### src/rtl/hazard_tracker_pkg.sv
// Shared encodings for the D-stage hazard tracker: write sources, operand-use
// deadlines, forwarding selects and pipeline stage names.
package hazard_tracker_pkg;

    typedef enum logic [1:0] {
        WSRC_NONE = 2'd0,
        WSRC_ALU  = 2'd1,
        WSRC_MEM  = 2'd2,
        WSRC_PC   = 2'd3
    } wsrc_e;

    typedef enum logic [1:0] {
        TUSE_D    = 2'd0,
        TUSE_E    = 2'd1,
        TUSE_M    = 2'd2,
        TUSE_NONE = 2'd3
    } tuse_e;

    typedef enum logic [1:0] {
        FWD_GRF = 2'd0,
        FWD_E   = 2'd1,
        FWD_M   = 2'd2,
        FWD_W   = 2'd3
    } fwd_e;

    typedef enum logic [1:0] {
        STG_D = 2'd0,
        STG_E = 2'd1,
        STG_M = 2'd2,
        STG_W = 2'd3
    } stage_e;

    // Cycles, counted from entry into E, until the produced value exists.
    function automatic logic [1:0] tnew_at_entry(input logic [1:0] wsrc);
        case (wsrc_e'(wsrc))
            WSRC_ALU: return 2'd1;
            WSRC_MEM: return 2'd2;
            default:  return 2'd0;
        endcase
    endfunction

endpackage

### src/rtl/hazard_match.sv
// Per-read-port hazard check: finds the youngest in-flight producer of one
// D-stage source register and reports a stall request and a D forwarding select.
module hazard_match
    import hazard_tracker_pkg::*;
#(
    parameter int REG_W  = 5,
    parameter int TNEW_W = 2
) (
    input  logic [REG_W-1:0]  rd_i,
    input  logic [1:0]        tuse_i,
    input  logic              e_valid_i,
    input  logic [REG_W-1:0]  e_dest_i,
    input  logic [TNEW_W-1:0] e_tnew_i,
    input  logic              m_valid_i,
    input  logic [REG_W-1:0]  m_dest_i,
    input  logic [TNEW_W-1:0] m_tnew_i,
    input  logic              w_valid_i,
    input  logic [REG_W-1:0]  w_dest_i,
    input  logic [TNEW_W-1:0] w_tnew_i,
    output logic              stall_req_o,
    output logic [1:0]        d_sel_o
);

    logic live;
    assign live = (rd_i != '0) && (tuse_i != TUSE_NONE);

    // Priority E > M > W: a younger match shadows every older one.
    always_comb begin
        stall_req_o = 1'b0;
        d_sel_o     = FWD_GRF;
        if (live && e_valid_i && (e_dest_i == rd_i)) begin
            stall_req_o = int'(e_tnew_i) > int'(tuse_i);
            if (e_tnew_i == '0) d_sel_o = FWD_E;
        end else if (live && m_valid_i && (m_dest_i == rd_i)) begin
            stall_req_o = int'(m_tnew_i) > int'(tuse_i);
            if (m_tnew_i == '0) d_sel_o = FWD_M;
        end else if (live && w_valid_i && (w_dest_i == rd_i) && (w_tnew_i == '0)) begin
            d_sel_o = FWD_W;
        end
    end

endmodule

### src/rtl/hazard_tracker.sv
// E/M/W producer scoreboard beside the pipeline registers; drives the D-stage
// stall and the D, E and M forwarding selects.
module hazard_tracker
    import hazard_tracker_pkg::*;
#(
    parameter int REG_W  = 5,
    parameter int TNEW_W = 2
) (
    input  logic             clk,
    input  logic             reset,
    input  logic             d_valid,
    input  logic [REG_W-1:0] d_read1,
    input  logic [REG_W-1:0] d_read2,
    input  logic [1:0]       d_tuse1,
    input  logic [1:0]       d_tuse2,
    input  logic [REG_W-1:0] d_dest,
    input  logic [1:0]       d_wsrc,
    output logic             stall,
    output logic [1:0]       d_fwd1,
    output logic [1:0]       d_fwd2,
    output logic [1:0]       e_fwd1,
    output logic [1:0]       e_fwd2,
    output logic             m_fwd2
);

    // *_ivalid marks a real instruction; *_valid marks a register producer.
    logic              e_ivalid_q, e_ivalid_d, e_valid_q, e_valid_d;
    logic [REG_W-1:0]  e_dest_q, e_dest_d, e_rs_q, e_rs_d, e_rt_q, e_rt_d;
    logic [TNEW_W-1:0] e_tnew_q, e_tnew_d;
    logic [1:0]        e_tuse1_q, e_tuse1_d, e_tuse2_q, e_tuse2_d;
    logic              m_ivalid_q, m_valid_q;
    logic [REG_W-1:0]  m_dest_q, m_rt_q;
    logic [TNEW_W-1:0] m_tnew_q;
    logic [1:0]        m_tuse2_q;
    logic              w_valid_q;
    logic [REG_W-1:0]  w_dest_q;
    logic [TNEW_W-1:0] w_tnew_q;
    logic              req1, req2;

    hazard_match #(.REG_W(REG_W), .TNEW_W(TNEW_W)) u_match1 (
        .rd_i(d_read1), .tuse_i(d_tuse1),
        .e_valid_i(e_valid_q), .e_dest_i(e_dest_q), .e_tnew_i(e_tnew_q),
        .m_valid_i(m_valid_q), .m_dest_i(m_dest_q), .m_tnew_i(m_tnew_q),
        .w_valid_i(w_valid_q), .w_dest_i(w_dest_q), .w_tnew_i(w_tnew_q),
        .stall_req_o(req1), .d_sel_o(d_fwd1)
    );

    hazard_match #(.REG_W(REG_W), .TNEW_W(TNEW_W)) u_match2 (
        .rd_i(d_read2), .tuse_i(d_tuse2),
        .e_valid_i(e_valid_q), .e_dest_i(e_dest_q), .e_tnew_i(e_tnew_q),
        .m_valid_i(m_valid_q), .m_dest_i(m_dest_q), .m_tnew_i(m_tnew_q),
        .w_valid_i(w_valid_q), .w_dest_i(w_dest_q), .w_tnew_i(w_tnew_q),
        .stall_req_o(req2), .d_sel_o(d_fwd2)
    );

    assign stall = d_valid && (req1 || req2);

    always_comb begin
        e_ivalid_d = 1'b0;
        e_valid_d  = 1'b0;
        e_dest_d   = '0;
        e_tnew_d   = '0;
        e_rs_d     = '0;
        e_rt_d     = '0;
        e_tuse1_d  = TUSE_NONE;
        e_tuse2_d  = TUSE_NONE;
        if (!stall) begin
            e_ivalid_d = d_valid;
            e_valid_d  = d_valid && (d_wsrc != WSRC_NONE) && (d_dest != '0);
            e_dest_d   = d_dest;
            e_tnew_d   = TNEW_W'(tnew_at_entry(d_wsrc));
            e_rs_d     = d_read1;
            e_rt_d     = d_read2;
            e_tuse1_d  = d_tuse1;
            e_tuse2_d  = d_tuse2;
        end
    end

    always_ff @(posedge clk or posedge reset) begin
        if (reset) begin
            e_ivalid_q <= 1'b0;
            e_valid_q  <= 1'b0;
            e_dest_q   <= '0;
            e_tnew_q   <= '0;
            e_rs_q     <= '0;
            e_rt_q     <= '0;
            e_tuse1_q  <= TUSE_NONE;
            e_tuse2_q  <= TUSE_NONE;
            m_ivalid_q <= 1'b0;
            m_valid_q  <= 1'b0;
            m_dest_q   <= '0;
            m_tnew_q   <= '0;
            m_rt_q     <= '0;
            m_tuse2_q  <= TUSE_NONE;
            w_valid_q  <= 1'b0;
            w_dest_q   <= '0;
            w_tnew_q   <= '0;
        end else begin
            e_ivalid_q <= e_ivalid_d;
            e_valid_q  <= e_valid_d;
            e_dest_q   <= e_dest_d;
            e_tnew_q   <= e_tnew_d;
            e_rs_q     <= e_rs_d;
            e_rt_q     <= e_rt_d;
            e_tuse1_q  <= e_tuse1_d;
            e_tuse2_q  <= e_tuse2_d;
            m_ivalid_q <= e_ivalid_q;
            m_valid_q  <= e_valid_q;
            m_dest_q   <= e_dest_q;
            m_tnew_q   <= (e_tnew_q != '0) ? e_tnew_q - TNEW_W'(1) : '0;
            m_rt_q     <= e_rt_q;
            m_tuse2_q  <= e_tuse2_q;
            w_valid_q  <= m_valid_q;
            w_dest_q   <= m_dest_q;
            w_tnew_q   <= (m_tnew_q != '0) ? m_tnew_q - TNEW_W'(1) : '0;
        end
    end

    // A not-yet-ready match in M shadows W, so the E operand waits instead.
    always_comb begin
        e_fwd1 = FWD_GRF;
        e_fwd2 = FWD_GRF;
        if (e_ivalid_q && (e_rs_q != '0) && (e_tuse1_q != TUSE_NONE)) begin
            if (m_valid_q && (m_dest_q == e_rs_q))
                e_fwd1 = (m_tnew_q == '0) ? FWD_M : FWD_GRF;
            else if (w_valid_q && (w_dest_q == e_rs_q) && (w_tnew_q == '0))
                e_fwd1 = FWD_W;
        end
        if (e_ivalid_q && (e_rt_q != '0) && (e_tuse2_q != TUSE_NONE)) begin
            if (m_valid_q && (m_dest_q == e_rt_q))
                e_fwd2 = (m_tnew_q == '0) ? FWD_M : FWD_GRF;
            else if (w_valid_q && (w_dest_q == e_rt_q) && (w_tnew_q == '0))
                e_fwd2 = FWD_W;
        end
    end

    assign m_fwd2 = m_ivalid_q && (m_rt_q != '0) && (m_tuse2_q != TUSE_NONE)
                 && w_valid_q && (w_dest_q == m_rt_q) && (w_tnew_q == '0);

endmodule

### config.mk
export PLATFORM = sky130hd
export DESIGN_NAME = hazard_tracker
export DESIGN_NICKNAME = d
export VERILOG_FILES = /design/src/rtl/hazard_tracker_pkg.sv /design/src/rtl/hazard_match.sv /design/src/rtl/hazard_tracker.sv
export SDC_FILE = /design/constraint.sdc
export NUM_CORES = 1
export LEC_CHECK = 0
export BUFFER_PORTS_ARGS = -buffer_cell sky130_fd_sc_hd__buf_2
export CAP_MARGIN = 20
export CORE_MARGIN = 1.5
export CORE_UTILIZATION = 59
export CTS_CLUSTER_DIAMETER = 150
export DETAILED_ROUTE_END_ITERATION = 8
export HOLD_SLACK_MARGIN = 0.06
export PLACE_DENSITY = 0.91
export RECOVER_POWER = 50
export SLEW_MARGIN = 20
export SYNTH_ARGS = -nofsm -noshare
export SYNTH_HDL_FRONTEND = slang
export SYNTH_SLANG_ARGS = --single-unit
### constraint.sdc
create_clock -name clk -period 4.7 [get_ports clk]
set_clock_uncertainty 0.15 [all_clocks]
set_input_delay 1.175 -clock clk [delete_from_list [all_inputs] [get_ports clk]]
set_output_delay 1.175 -clock clk [all_outputs]
set_load 0.03 [all_outputs]
==> qor.yml, run 1 <==
detailed_routing:
  routed_via_density: 5.85
  drc_errors: 0
  wl_mm: 6.46
  detail_route.wl_per_cell_um: 17.5
  dr.pass1.iters: 4
  drtIter0Drc: 159
  detail-route-antenna-nets: 0
  vias: 2166
worst_setup_path:
  r2r_start: "m_dest_q[4]"
  reg2reg_slack_ns: 2.21
  path_cells: "buf_2 > or4_4 > o21ai_4 > nor4_1 > or4_1 > mux2i_1 > buf_2"
  cp_slowest_stage_delay_ns: 0.58
  worstReg2RegEnd: "e_tuse2_q[1]"
  path_class: "in2out"
  worst_r2r_path_depth: 6
  critPathLaunchType: "input port"
  crit_slowest_cell: "or4_4"
  cp-end-kind: "output pin"
  cp_max_fo: 6
  crit_arrival_ns: 3.08
  cpMostUsedCell: "buf_2"
  crit_required_ns: 3.38
cells_and_area:
  antenna_cells: 0
  seq_area_um2: 1180
  final_common_cell: "dfrtp_1"
  final_net_count: 334
  drive_gt1_share_pct: 25.1
  stdcell_count: 370
  nFillCells: 350
  multiInputGateArea_um2: 1560
  area.growth.synth_to_final_pct: 9.01
  layout_common_cells: "dfrtp_1, xnor2_1, buf_2"
place:
  place.gp.congestion: 0.926
  post-place-ws_ns: 0.318
  place_inst: 362
  io_buffers: 33
  dpl.hpwl_mm: 4.72
floorplan:
  design.core.area_um2: 4790
  die_h_um: 74.0
  num_rows: 25
  initial_core_util_pct: 62.1
  io_pins: 34
  dieArea_um2: 5470
  die_w_um: 74.0
worst_hold_path:
  min_path_cells: 0
  whs_endpoint: "m_tuse2_q[0]"
  hold_path.startpoint: "e_tuse2_q[0]"
  hold_class: "reg2reg"
timing:
  setup_violations: 0
  period_needed_ns: 4.41
  tightestPinTransition_ns: 1.70
  rsz0062_at_grt: "no"
  tns_ns: 0
  hold_viol: 0
  fin_crit_sh_pct: 93.7
  fmax_mhz: 227
  fin_ws_ns: 0.295
  max_slew_margin_pct: -13.8
  slew_violations: 48
cts:
  cts_tree: "done"
  clock_path_buffers: 2
  cts_resized: 0
  holdBufCountCts: 0
  cts_max_level: 2
  insertion_delay_ns: 0.30
  cts.sinks: 47
  cts_inserted_buffers: 5
  clk_pin_slew_ns: 0.08
  post_cts_buffers: 0
  root_buffer: "clkbuf_8"
logic_synthesis:
  postSynthCellCount: 282
  synth_compound_area_share_pct: 17.0
  syn-cell-area_um2: 2970
  synth_mux_area_share_pct: 1.18
  netlist-cell-type-count: 45
  synth-seq-area-share_pct: 39.8
  synth_edf_count: 0
  synth-simple-area-share_pct: 14.9
  async_flop_share_pct: 100
  synth.avg_cell_area_um2: 10.5
  yosys.area_share.xor_xnor_pct: 15.9
  synth_ff_type: "dfrtp_1"
  synth_top_family_by_area: "compound AO/OA/AOI/OAI gates"
  synth_fp_nets: 314
  synth_fa_ha_area_share_pct: 3.37
  yosysWarnings: 0
  ys_seq_elements: 47
run_status:
  violations: "capacitance limit, slew limit"
  status: "finished, violations left"
global_routing:
  grt_pass1_wl_mm: 10.7
  grt_usage_pct: 26.7
  antenna_found_initial: 0
  grt_max_degree: 48
  grt-ovfl-total: 0
  grt_pass1_vias: 2146
power:
  peakVddDrop_uv: 211
  clkPwrFrac_pct: 34.9
  p_switching_mw: 0.258
  p_total_mw: 0.985
  comb_power_share_pct: 17.0
  powerDensity_nw_per_um2: 304
  switching_share_pct: 26.2
  p_leak_nw: 1.43
  intPower_mw: 0.726
  seqPwrFrac_pct: 48.1
run:
  cap_violations: 1
cell families (layout without fill, tap and decap cells):
logic type / after synthesis / after routing
flip-flops: 47 / 47
AND/OR/NAND/NOR: 77 / 77
AO/OA/AOI/OAI: 45 / 45
adder cells (fa/ha/maj): 8 / 8
multiplexers: 3 / 3
buffers and inverters: 48 / 69
XOR/XNOR: 54 / 54
Yosys cell counts, types with 7 or more instances:
| library cell | count | area share, % |
|---|---|---|
| dfrtp_1 | 41 | 35 |
| xnor2_1 | 33 | 9.7 |
| inv_1 | 24 | 3.0 |
| nand2_1 | 24 | 3.0 |
| xor2_1 | 21 | 6.2 |
| o41ai_2 | 15 | 8.2 |
| buf_2 | 9 | 1.5 |
| nand4_1 | 9 | 1.9 |
| a21oi_1 | 8 | 1.3 |
| clkbuf_1 | 8 | 1.0 |
| ha_1 | 8 | 3.4 |
| nor4_1 | 8 | 1.7 |
| a21o_1 | 7 | 1.8 |
layout make-up:
type / count / share of cell area (%)
clock buffers: 6 / 2.24
well taps: 67 / 2.59
clock inverters: 2 / 1.85
inverters: 24 / 2.78
flip-flops and latches: 47 / 36.5
repair buffers: 37 / 6.02
multi-input cells: 187 / 48.0
flip-flops by register name, indices dropped and copies added, names as in the netlist:
| register | count |
|---|---|
| m_tuse2_q | 2 |
| m_rt_q | 5 |
| e_tnew_q | 2 |
| e_tuse2_q | 2 |
| e_ivalid_q | 1 |
| m_ivalid_q | 1 |
| e_rs_q | 5 |
| w_valid_q | 1 |
| m_dest_q | 5 |
| m_tnew_q | 2 |
| e_rt_q | 5 |
| e_tuse1_q | 2 |
| e_valid_q | 1 |
| w_dest_q | 5 |
| e_dest_q | 5 |
| w_tnew_q | 2 |
| m_valid_q | 1 |
worst max-delay path by stage:
stage,startpoint,end,cells after the start
2_1_floorplan,d_read2[1],d_fwd2[0],6
6_report,d_read2[0],d_fwd2[0],7
5_1_grt,d_read2[0],d_fwd2[1],7
3_3_place_gp,d_read2[0],d_fwd2[1],7
3_5_place_dp,d_read2[0],d_fwd2[1],7
4_1_cts,d_read2[0],d_fwd2[1],7
worst max-delay path: cells and delay by family:
family,cells,cell delay (ns)
AND/OR/NAND/NOR,3,1.23
AO/OA/AOI/OAI,1,0.16
multiplexers,1,0.15
buffers and inverters,2,0.36
through the flow:
step | utilization [%] | hold WS [ns] | instance area (µm²)
6_report | 67.7 | 0.218 | 3240
3_5_place_dp | 64.9 | 0.207 | 3110
2_1_floorplan | - | 0.204 | 2970
3_3_place_gp | 64.9 | 0.206 | 3110
4_1_cts | 67.7 | 0.219 | 3240
5_1_grt | 67.7 | 0.222 | 3240
per-layer routing:
| metal | share of wire, % | up-vias | track usage, % |
|---|---|---|---|
| met2 | 51 | 75 | 44.8 |
| met4 | 2.1 | 0 | 8.85 |
| li1 | - | 1015 | - |
| met3 | 4.8 | 14 | 4.47 |
| met1 | 42 | 1062 | 35.4 |
| met5 | 0 | - | 0 |
power groups by stage:
stage / clock network [mW] / logic [mW] / registers (mW)
after floorplan: 0 / 0.139 / 0.462
after global placement: 0 / 0.159 / 0.478
after detailed placement: 0 / 0.166 / 0.480
after CTS: 0.347 / 0.168 / 0.472
after global routing: 0.366 / 0.186 / 0.477
final: 0.344 / 0.167 / 0.473
No activity file was read; power rests on OpenSTA's default activity.
==> inputs of run 2 (changes only) <==
Settings changed: CORE_UTILIZATION 59 to 57, PLACE_DENSITY 0.91 to 0.9, SYNTH_HIERARCHICAL set to 1.
==> run 2 against run 1 <==
The flow still finishes with violations (capacitance limit, slew limit). Largest power group unchanged. Register-to-register slack worse by 0.11 ns. Area after synthesis is 17% lower. Via count is 17% lower.
==> qor.yml, run 2 <==
run_status:
  status: "finished, violations left"
  violations: "capacitance limit, slew limit"
global_routing:
  grt_usage_pct: 24.7  # -2.1 points
  antenna_found_initial: 0  # unchanged
  grt-ovfl-total: 0  # unchanged
  grt_pass1_vias: 1729  # -19%
  grt_max_degree: 48  # unchanged
  grt_pass1_wl_mm: 8.08  # -25%
logic_synthesis:
  yosys.area.top_type_share_pct: 41.6  # +7.1 points
  synth_fp_nets: 255  # -19%
  ys_seq_elements: 47  # unchanged
  synth_ff_type: "dfrtp_1"
  synth-seq-area-share_pct: 48.0  # +8.2 points
  netlist-cell-type-count: 33  # -27%
  async_flop_share_pct: 100  # unchanged
  synth_common_cells: "xor2_1, dfrtp_1, and2_1"
  synthTopCellsByArea: "dfrtp_1, xor2_1, dfstp_2, and2_1, xnor2_1"
  synth_area_leader_cell: "dfrtp_1"
  yosysMostFrequentCell: "xor2_1"
  postSynthCellCount: 223  # -21%
  synth_edf_count: 0  # unchanged
  synth.avg_cell_area_um2: 11.1  # +4.8%
  yosysWarnings: 6  # +6
  syn-cell-area_um2: 2460  # -17%
place:
  placedInstanceArea_um2: 2690  # -13%
  dpl.hpwl_mm: 3.88  # -18%
  io_buffers: 33  # unchanged
  post-place-ws_ns: 0.348  # +0.0297 ns
  place.gp.congestion: 0.869  # -6.2%
timing:
  hold_viol: 0  # unchanged
  max_slew_margin_pct: -13.2  # +0.56 points
  tns_ns: 0  # unchanged
  rsz0062_at_grt: "no"
  fin_crit_sh_pct: 93.9  # +0.21 points
  hold_slack_ns: 0.239  # +0.0207 ns
  fin_ws_ns: 0.285  # -0.0101 ns
  setup_violations: 0  # unchanged
  tightestPinTransition_ns: 1.70  # -0.00838 ns
  slew_violations: 48  # unchanged
  fmax_mhz: 226  # -0.23%
  period_needed_ns: 4.42  # +0.0101 ns
cts:
  cts.sinks: 47  # unchanged
  insertion_delay_ns: 0.30  # about the same
  cts_max_level: 2  # unchanged
  cts_tree: "done"
  root_buffer: "clkbuf_8"
  holdBufCountCts: 0  # unchanged
  cts_resized: 0  # unchanged
  clock_path_buffers: 2  # unchanged
  clk_pin_slew_ns: 0.08  # about the same
  post_cts_buffers: 0  # unchanged
  cts_inserted_buffers: 5  # unchanged
floorplan:
  die_w_um: 68.8  # -7.1%
  die_h_um: 68.8  # -7.1%
  design.core.area_um2: 4090  # -15%
  dieArea_um2: 4730  # -14%
  initial_core_util_pct: 60.3  # -1.8 points
  io_pins: 34  # unchanged
  num_rows: 23  # -8.0%
detailed_routing:
  routed_via_density: 5.74  # -1.9%
  wl_met3_um: 379  # +22%
  dr.pass1.iters: 4  # unchanged
  highest_layer: "met4"
  drc_errors: 0  # unchanged
  detail-route-antenna-nets: 0  # unchanged
  met2_length_mm: 2.62  # -20%
  wl_mm: 5.18  # -20%
  detail_route.wl_per_cell_um: 16.5  # -5.3%
  drtIter0Drc: 89  # -44%
  vias: 1797  # -17%
  wl_met1_mm: 2.09  # -23%
power:
  switching_share_pct: 27.8  # +1.5 points
  peakVddDrop_uv: 268  # +27%
  comb_power_share_pct: 13.6  # -3.4 points
  intPower_mw: 0.583  # -20%
  seqPwrFrac_pct: 56.7  # +8.6 points
  p_switching_mw: 0.224  # -13%
  clkPwrFrac_pct: 29.7  # -5.2 points
  powerDensity_nw_per_um2: 290  # -4.4%
  p_leak_nw: 1.28  # -11%
run:
  cap_violations: 1  # unchanged
worst_setup_path:
  path_class: "in2out"
  cp_max_fo: 5  # -1
  cp-end-kind: "output pin"
  crit_required_ns: 3.38  # about the same
  crit_arrival_ns: 3.09  # about the same
  critPathLaunchType: "input port"
  critPathLaunch: "d_read2[1]"
  r2r_start: "e_dest_q[1]"
cells_and_area:
  area.growth.synth_to_final_pct: 12.7
  antenna_cells: 0  # unchanged
  drive_gt1_share_pct: 21.3  # -3.8 points
  final_common_cell: "xor2_1"
  layout_common_cells: "xor2_1, dfrtp_1, buf_2"
  final_net_count: 294  # -12%
  final_cell_area_um2: 2780  # -14%
  nFillCells: 295  # -16%
worst_hold_path:
  hold_path.startpoint: "e_tuse2_q[0]"
  hold_class: "reg2reg"
==> run 2: worst paths after layout <==
path	slack (ns)	depth (start not counted)	to
worst max-delay path	0.28	9	stall
worst min-delay path	0.24	0	m_tuse2_q[0]
worst max register to register	2.10	8	e_valid_q
worst min register to register	0.24	0	m_tuse2_q[0]
max in group asynchronous	2.17	2	m_dest_q[3]
min in group asynchronous	1.24	2	m_ivalid_q
==> run 2: critical path, cell delays in order <==
cell and delay (ns):
buf_2 0.14, or4_1 0.58, o21ai_2 0.21, nand4b_1 0.19
a211oi_1 0.07, mux2_2 0.27, o21ai_1 0.20, inv_2 0.07
buf_2 0.18
==> run 2: kinds of logic (layout without fill, tap and decap cells) <==
logic type	after synthesis	count (layout)	share of synthesized area [%]
simple gates	75	75	18.7
xor+xnor	54	54	19.2
mux	4	4	1.73
fa+ha+maj	8	8	4.06
buf+inv	15	55	2.33
flops	47	47	48.0
compound gates	20	20	5.99
==> run 2: power groups by stage <==
stage | clock [mW] | combinational, mW | sequential (mW)
4_1_cts | 0.243 | 0.110 | 0.458
3_5_place_dp | 0 | 0.109 | 0.465
2_1_floorplan | 0 | 0.0754 | 0.456
3_3_place_gp | 0 | 0.104 | 0.464
5_1_grt | 0.266 | 0.123 | 0.461
6_report | 0.240 | 0.110 | 0.457
==> run 2: per-stage QoR <==
stage / std cells / power (mW) / util [%]
4_1_cts: 313 / 0.810 / 68.0
3_3_place_gp: 305 / 0.568 / 65.9
3_5_place_dp: 305 / 0.575 / 65.9
5_1_grt: 313 / 0.849 / 68.0
2_1_floorplan: 223 / 0.532 / -
6_report: 313 / 0.807 / 68.0
==> run 2: cell type report <==
cell class                      instances  area [µm²]  share of cell area (%)
Inverter                               13        48.8                    1.76
Timing Repair Buffer                   34         173                    6.22
Multi-Input combinational cell        161        1220                    44.1
Tap cell                               50        62.6                    2.25
Clock buffer                            6        72.6                    2.61
Clock inverter                          2        13.8                   0.495
Sequential cell                        47        1180                    42.6
==> run 2: routing by layer <==
metal / up-vias / GRT usage [%]
met4: 0 / 9.07
met5: - / 0
met3: 9 / 6.82
met2: 70 / 40.9
li1: 844 / -
met1: 874 / 30.9
